**src/rtl/spi_master_rx_if.sv**
```systemverilog
// spi_master_rx_if: request, word return and SPI pin bundle.
// master is the spi_master_rx side, slave is the sequencer/pin side.
interface spi_master_rx_if #(
  parameter int BITS = 12
);
  logic            start;
  logic            miso;
  logic [BITS-1:0] data;
  logic            valid;
  logic            busy;
  logic            sck;
  logic            cs;

  modport master (
    input  start,
    input  miso,
    output data,
    output valid,
    output busy,
    output sck,
    output cs
  );

  modport slave (
    output start,
    output miso,
    input  data,
    input  valid,
    input  busy,
    input  sck,
    input  cs
  );
endinterface

```
**src/rtl/spi_master_rx.sv**
```systemverilog
// spi_master_rx: receive-only SPI master, one BITS-wide word per start.
// Define SPI_MASTER_RX_INVERT_EN to sample !miso (inverting level shifter).
module spi_master_rx #(
  parameter int BITS      = 12,
  parameter int DIV       = 2,
  parameter int CPOL      = 1,
  parameter int LSB_FIRST = 0
) (
  input  logic              clk,
  input  logic              reset,
  spi_master_rx_if.master   bus
);
  localparam int CW = (DIV > 1) ? $clog2(DIV) : 1;
  localparam int BW = $clog2(BITS + 1);

  localparam logic [CW-1:0] CNT_LAST = CW'(DIV - 1);
  localparam logic [BW-1:0] BIT_LAST = BW'(BITS);
  localparam logic          SCK_IDLE = (CPOL != 0);

  typedef enum logic [2:0] {
    IDLE,
    SETUP,
    LEAD,
    TRAIL,
    GUARD
  } state_e;

  state_e          state_q;
  logic [CW-1:0]   cnt_q;
  logic [CW-1:0]   cnt_d;
  logic [BW-1:0]   bit_cnt_q;
  logic [BITS-1:0] sr_q;
  logic [BITS-1:0] sr_d;
  logic [BITS-1:0] data_q;
  logic            valid_q;
  logic            busy_q;
  logic            sck_q;
  logic            cs_q;
  logic            miso_bit;
  logic            cnt_done;

`ifdef SPI_MASTER_RX_INVERT_EN
  assign miso_bit = ~bus.miso;
`else
  assign miso_bit = bus.miso;
`endif

  // Every state change happens on cnt_done, so wrapping here is the reload.
  assign cnt_done = (cnt_q == CNT_LAST);
  assign cnt_d    = cnt_done ? '0 : cnt_q + 1'b1;

  generate
    if (LSB_FIRST != 0) begin : g_lsb
      assign sr_d = {miso_bit, sr_q[BITS-1:1]};
    end else begin : g_msb
      assign sr_d = {sr_q[BITS-2:0], miso_bit};
    end
  endgenerate

  always_ff @(posedge clk or posedge reset) begin
    if (reset) begin
      state_q   <= IDLE;
      cnt_q     <= '0;
      bit_cnt_q <= '0;
      sr_q      <= '0;
      data_q    <= '0;
      valid_q   <= 1'b0;
      busy_q    <= 1'b0;
      sck_q     <= SCK_IDLE;
      cs_q      <= 1'b1;
    end else begin
      valid_q <= 1'b0;
      unique case (state_q)
        IDLE: begin
          if (bus.start) begin
            state_q   <= SETUP;
            cnt_q     <= '0;
            bit_cnt_q <= '0;
            sr_q      <= '0;
            cs_q      <= 1'b0;
            busy_q    <= 1'b1;
          end
        end
        SETUP: begin
          cnt_q <= cnt_d;
          if (cnt_done) begin
            state_q <= LEAD;
            sck_q   <= ~SCK_IDLE;
          end
        end
        LEAD: begin
          cnt_q <= cnt_d;
          // miso is captured on the edge that returns sck to idle.
          if (cnt_done) begin
            state_q   <= TRAIL;
            sck_q     <= SCK_IDLE;
            sr_q      <= sr_d;
            bit_cnt_q <= bit_cnt_q + 1'b1;
          end
        end
        TRAIL: begin
          cnt_q <= cnt_d;
          if (cnt_done) begin
            if (bit_cnt_q == BIT_LAST) begin
              state_q <= GUARD;
              cs_q    <= 1'b1;
              data_q  <= sr_q;
              valid_q <= 1'b1;
            end else begin
              state_q <= LEAD;
              sck_q   <= ~SCK_IDLE;
            end
          end
        end
        GUARD: begin
          cnt_q <= cnt_d;
          if (cnt_done) begin
            state_q <= IDLE;
            busy_q  <= 1'b0;
          end
        end
        default: state_q <= IDLE;
      endcase
    end
  end

  assign bus.data  = data_q;
  assign bus.valid = valid_q;
  assign bus.busy  = busy_q;
  assign bus.sck   = sck_q;
  assign bus.cs    = cs_q;

endmodule

```
**src/flat_wrapper.sv**
```systemverilog
// flat-port wrapper written by rule: the top's interface ports become plain ports
module spi_master_rx_flat 
#(
  parameter int BITS      = 12,
  parameter int DIV       = 2,
  parameter int CPOL      = 1,
  parameter int LSB_FIRST = 0
)
  (clk, reset, bus_start, bus_miso, bus_data, bus_valid, bus_busy, bus_sck, bus_cs);
  spi_master_rx_if #(.BITS(BITS)) bus_i ();
  input  logic clk;
  input  logic reset;
  input wire logic [$bits(bus_i.start)-1:0] bus_start;
  input wire logic [$bits(bus_i.miso)-1:0] bus_miso;
  output wire logic [$bits(bus_i.data)-1:0] bus_data;
  output wire logic [$bits(bus_i.valid)-1:0] bus_valid;
  output wire logic [$bits(bus_i.busy)-1:0] bus_busy;
  output wire logic [$bits(bus_i.sck)-1:0] bus_sck;
  output wire logic [$bits(bus_i.cs)-1:0] bus_cs;
  assign bus_i.start = bus_start;
  assign bus_i.miso = bus_miso;
  assign bus_data = bus_i.data;
  assign bus_valid = bus_i.valid;
  assign bus_busy = bus_i.busy;
  assign bus_sck = bus_i.sck;
  assign bus_cs = bus_i.cs;
  spi_master_rx #(.BITS(BITS), .DIV(DIV), .CPOL(CPOL), .LSB_FIRST(LSB_FIRST)) u_core (.clk(clk), .reset(reset), .bus(bus_i));
endmodule
```
**config.mk**
```make
export PLATFORM = sky130hd
export DESIGN_NAME = spi_master_rx_flat
export DESIGN_NICKNAME = d
export VERILOG_FILES = /design/src/rtl/spi_master_rx_if.sv /design/src/rtl/spi_master_rx.sv /design/src/flat_wrapper.sv
export SDC_FILE = /design/constraint.sdc
export NUM_CORES = 1
export LEC_CHECK = 0
export CORE_MARGIN = 2
export CORE_UTILIZATION = 53
export CTS_CLUSTER_SIZE = 20
export DETAILED_ROUTE_END_ITERATION = 10
export PLACE_DENSITY_LB_ADDON = 0.1
export SYNTH_ARGS = -nofsm -noshare
export SYNTH_HDL_FRONTEND = slang
export SYNTH_SLANG_ARGS = --single-unit
```
**constraint.sdc**
```tcl
create_clock -name clk -period 1.8 [get_ports clk]
set_input_delay 0.36 -clock clk [delete_from_list [all_inputs] [get_ports clk]]
set_output_delay 0.36 -clock clk [all_outputs]
set_load 0.005 [all_outputs]
```
# Word level (Yosys, flattened, before mapping)
# Index checks and enable logic that the tools add are counted.
# classes
n_addsub	2
eq_ne	12
mux	29
reduce_logical	14
# ops
op	n
12-bit 2-to-1 mux	2
12-bit one-hot mux with 2 select lines	1
3-bit 2-to-1 mux	6
3-bit one-hot mux with 5 select lines	1
1-bit 2-to-1 mux	12
2-bit by 1-bit != test with 1-bit output, second input constant	5
5-bit AND reduction	2
3-bit AND reduction	3
4-bit 2-to-1 mux	2
4-bit one-hot mux with 2 select lines	1
2-bit nonzero test	4
3-bit by 2-bit equality test with 1-bit output, second input constant	2
1-bit one-hot mux with 2 select lines	3
4-bit by 1-bit adder with 4-bit output, second input constant	1
4-bit equality test, second input constant	1
2-bit != test, second input constant	2
4-bit AND reduction	1
4-bit OR reduction	1
3-bit by 1-bit equality test with 1-bit output, second input constant	1
3-bit equality test, second input constant	1
3-bit logical NOT	1
1-bit one-hot mux with 3 select lines	1
3-bit nonzero test	1
2-bit AND reduction	1
1-bit adder, second input constant	1
# totals
ff_bits	36
out_inout_bits	16
word_cells	66

# Longest topological paths before layout
# depth
depth_word	4
mapped_depth	6
depth_no_buf	5

# Least setup slack after synthesis
# No wires, ideal clock.
# synth_timing
path_kind	reg-to-reg
start	register u_core.bit_cnt_q[0]
end	register u_core.data_q[0], in the netlist u_core.bus.data[0]
t_arrival_ns	1.433
slack_ns	0.242
stages_incl_launch_ff	7
path_buffers	1
synth_period_minus_slack_ns	1.558
cell_sequence	dfrtp_1 > inv_1 > ha_1 > nand4_1 > nor2_2 > buf_6 > mux2_2
# synth_via
elab_chain_cells	2
# synth_rtl
item	line	text
from (decl)	spi_master_rx.sv:31	logic [BW-1:0] bit_cnt_q;
from (signal assigned)	spi_master_rx.sv:98	bit_cnt_q <= bit_cnt_q + 1'b1;
4-bit equality test	spi_master_rx.sv:104	if (bit_cnt_q == BIT_LAST) begin
3-bit AND reduction (no source line)	-	
to (signal assigned)	spi_master_rx.sv:107	data_q <= sr_q;
to (decl)	spi_master_rx.sv:34	logic [BITS-1:0] data_q;
# No other way between the ends.
# A chain may end at the register's enable or synchronous reset.

# Final worst setup path
# layout_timing
start	register u_core.sck_q, in the netlist u_core.bus.sck
end	output port bus_sck
# layout_lines
item	line	text
from (decl)	spi_master_rx.sv:37	logic sck_q;
from (signal assigned)	spi_master_rx.sv:88	sck_q <= ~SCK_IDLE;
from (signal assigned)	spi_master_rx.sv:111	sck_q <= ~SCK_IDLE;
to (decl)	flat_wrapper.sv:18	output wire logic [$bits(bus_i.sck)-1:0] bus_sck;
# No word-level cell between the ends.

==> summary.txt <==
Synth
  – Post-synthesis mux area share: 12.6%
  – Most frequent cells after synthesis: dfrtp_1, mux2_2, a22o_1
  – Async S/R FF share, synth: 100%
  – Main combinational cell family by area after synthesis: multiplexers
  – Synth Area in Adders: 1.68%
  – Top_reg_cell synth: dfrtp_1
  – Syn Inst Count: 108
  – Syn nets: 114
  – Synth top area share: 57.1%
  – Top-count cell post-synth: dfrtp_1
  – Synth cell types: 28
  – YS warnings: 0
  – Register area share after synthesis: 60.7%
  – Synthesized area: 0.00149 mm²
  – Post-synth EDFFs: 0
  – Post-synthesis simple-gate area fraction: 7.31%
  – Leading area contributor after synthesis: dfrtp_1
  – Synth area leaders: dfrtp_1, mux2_2, a22o_1, dfstp_2, buf_6
  – XOR/XNOR Fraction of Synth Area: 0.588%
  – Avg Cell Area, Syn: 13.8 µm²
  – Compound-Gate Fraction of Synth Area: 11.8%
  – Seq cells post-synth: 36

Finish
  – N_diodes: 0
  – Fraction of layout cells with a size suffix above 1: 25.4%
  – Final Util: 66.3%
  – Final nets: 139
  – Fill cells: 201
  – Multi-input logic area: 513 µm²
  – Reg area: 903 µm²
  – Final instance area: 0.00180 mm²
  – Layout Cells excl Fill: 165
  – Area Overhead vs Synth: 20.8%

STA
  – Period Utilization, post-route: 95.9%
  – Final WS setup: 0.0729 ns
  – Slew headroom: 57.7%
  – RSZ-0062 raised after global routing: no
  – Least-Margin Pin Slew: 0.625 ns
  – Final Skew: 0.0114 ns
  – Setup-failing EPs final: 0
  – Slew Limit Fails: 0
  – WHS: 0.353 ns
  – Achievable Freq: 579 MHz
  – Final setup TNS: 0 ns
  – Fin crit period: 1.73 ns
  – Endpoints failing hold: 0

Clock network
  – Worst skew pair latency: 0.34 ns
  – Post-CTS setup buffer count: 0
  – Clock root buffer: clkbuf_4
  – CTS tree: yes
  – Worst-path clk slew: 0.11 ns
  – TritonCTS Buffers: 5
  – H-tree levels: 2
  – Clock Sinks: 36
  – Longest Clk Path Bufs: 2

GRT
  – Initial antenna violation count: 0
  – Met3 Usage GRT: 7.48%
  – GRT Overall Usage: 19.5%
  – Vias in the first global route: 942
  – Met1 Usage GRT: 27.4%
  – Met2 Use GR: 26.6%
  – Largest net degree at the start of global routing: 37
  – GR peak layer: met1
  – First-pass GRT wire length: 4610 µm
  – Total gr overflow: 0

Critical path
  – CP max stage delay: 0.54 ns
  – Startpoint Class: flip-flop
  – Reg2reg start: u_core.state_q[1]
  – Crit path required time: 1.44 ns
  – Crit path capture type: output port
  – Critical path cell sequence: clkdlybuf4s50_1
  – CP arrival: 1.37 ns
  – Worst path bufs/invs: 1
  – CP Launch Point: u_core.bus.sck
  – CP top delay family: flip-flops
  – Setup slack, reg-to-reg: 0.17 ns
  – Setup Crit Path Kind: flip-flop to output port
  – Critical path fanouts, max: 2
  – Crit-path slowest cell: dfstp_2

Routing
  – Drt via density: 5.68
  – DR iter-0 viols: 35
  – Vias: 938
  – WL/cell: 15.7 µm
  – # DRC: 0
  – Total Wirelength: 2590 µm
  – First-pass detailed-route iteration total: 6
  – Final ANT Viol Nets: 0

Place
  – Area post-placement: 0.00173 mm²
  – Placed cell count: 157
  – Buffers added on ports: 19
  – Placement Setup Slack: 0.0264 ns
  – Routability Congestion: 0.721
  – Post-DP HPWL: 1760 µm

Floorplan
  – Die extent in y: 57 µm
  – Die width: 57 µm
  – Die area: 0.00325 mm²
  – Cell Rows: 19
  – Core area: 0.00271 mm²
  – Initial core utilization: 54.9%
  – Ports: 20

Power and ir drop
  – Peak VDD IR: 0.969 mV
  – Leak: 0.876 nW
  – Pwr dens: 1500 mW/mm²
  – Post-layout power: 2.69 mW

Worst hold path
  – Hold Path Class: input pin to async pin

Outcome
  – Status: finished clean

Flow run
  – Max Cap Viol: 0
flip-flops by register name (all words and copies together) (netlist names):
signal	cells
u_core.cnt_done	1
u_core.bus.sck	1
u_core.state_q	3
u_core.bus.data	12
u_core.bus.cs	1
u_core.bit_cnt_q	4
u_core.bus.busy	1
u_core.bus.valid	1
u_core.sr_q	12
final timing paths:
check | endpoint | cells after the start
setup / recovery | bus_sck | 1
hold reg to reg | u_core.bus.sck | 2
max in group asynchronous | u_core.bus.cs | 3
setup reg to reg | u_core.sr_q[9] | 3
hold / removal | u_core.sr_q[0] | 3
min in group clk | u_core.bus.sck | 2
where the power goes:
group	internal, mW	total (mW)	switching [mW]
clock network	0.191	0.454	0.263
logic	0.541	0.909	0.368
registers	1.08	1.33	0.251
cell families (layout without fill, tap and decap cells):
| kind of cell | count (synthesis) | in the layout |
|---|---|---|
| flip-flops | 36 | 36 |
| buffers and inverters | 13 | 39 |
| adder cells (fa/ha/maj) | 2 | 2 |
| AO/OA/AOI/OAI | 22 | 22 |
| multiplexers | 17 | 17 |
| AND/OR/NAND/NOR | 17 | 17 |
| XOR/XNOR | 1 | 1 |
cell type report:
type / count / area share [%]
flip-flops and latches: 36 / 50.2
inverters: 4 / 0.835
clock buffers: 7 / 3.06
multi-input cells: 59 / 28.5
repair buffers: 27 / 14.8
well taps: 31 / 2.16
clock inverters: 1 / 0.418
layout by cell type, fill, tap and decap left out:
master and instances:
dfrtp_1 34, a22o_1 13, nor2_2 1, buf_4 7, clkbuf_8 1, a311oi_1 1, xnor2_1 1, nand2_1 4
clkinvlp_4 1, a21o_1 1, clkbuf_4 5, buf_12 1, or4b_1 2, mux2_2 14, ha_1 2, nand3b_1 1
and3b_1 1, nand4_1 2, o21ai_0 2, dlymetal6s2s_1 1, a221oi_1 1, clkdlybuf4s50_1 18, or3_1 1, mux2i_1 3
a21oi_1 2, clkbuf_1 1, dfstp_2 2, and4_1 1, nor4bb_2 1, o2bb2ai_1 1, inv_1 4, nand2b_1 1
a31o_2 1, nor2_1 2
timing repair:
action	in CTS	in global routing
setup endpoints to repair	0	1
hold buffers	0	0
gates resized for setup	0	1
routing by layer:
layer  vias to the layer above  part of all wire, %
met5                         -                    0
met3                         4                  4.1
met1                       472                   47
met4                         0                  2.0
met2                        20                   47
li1                        442                    -
No activity file was read; power rests on OpenSTA's default activity.
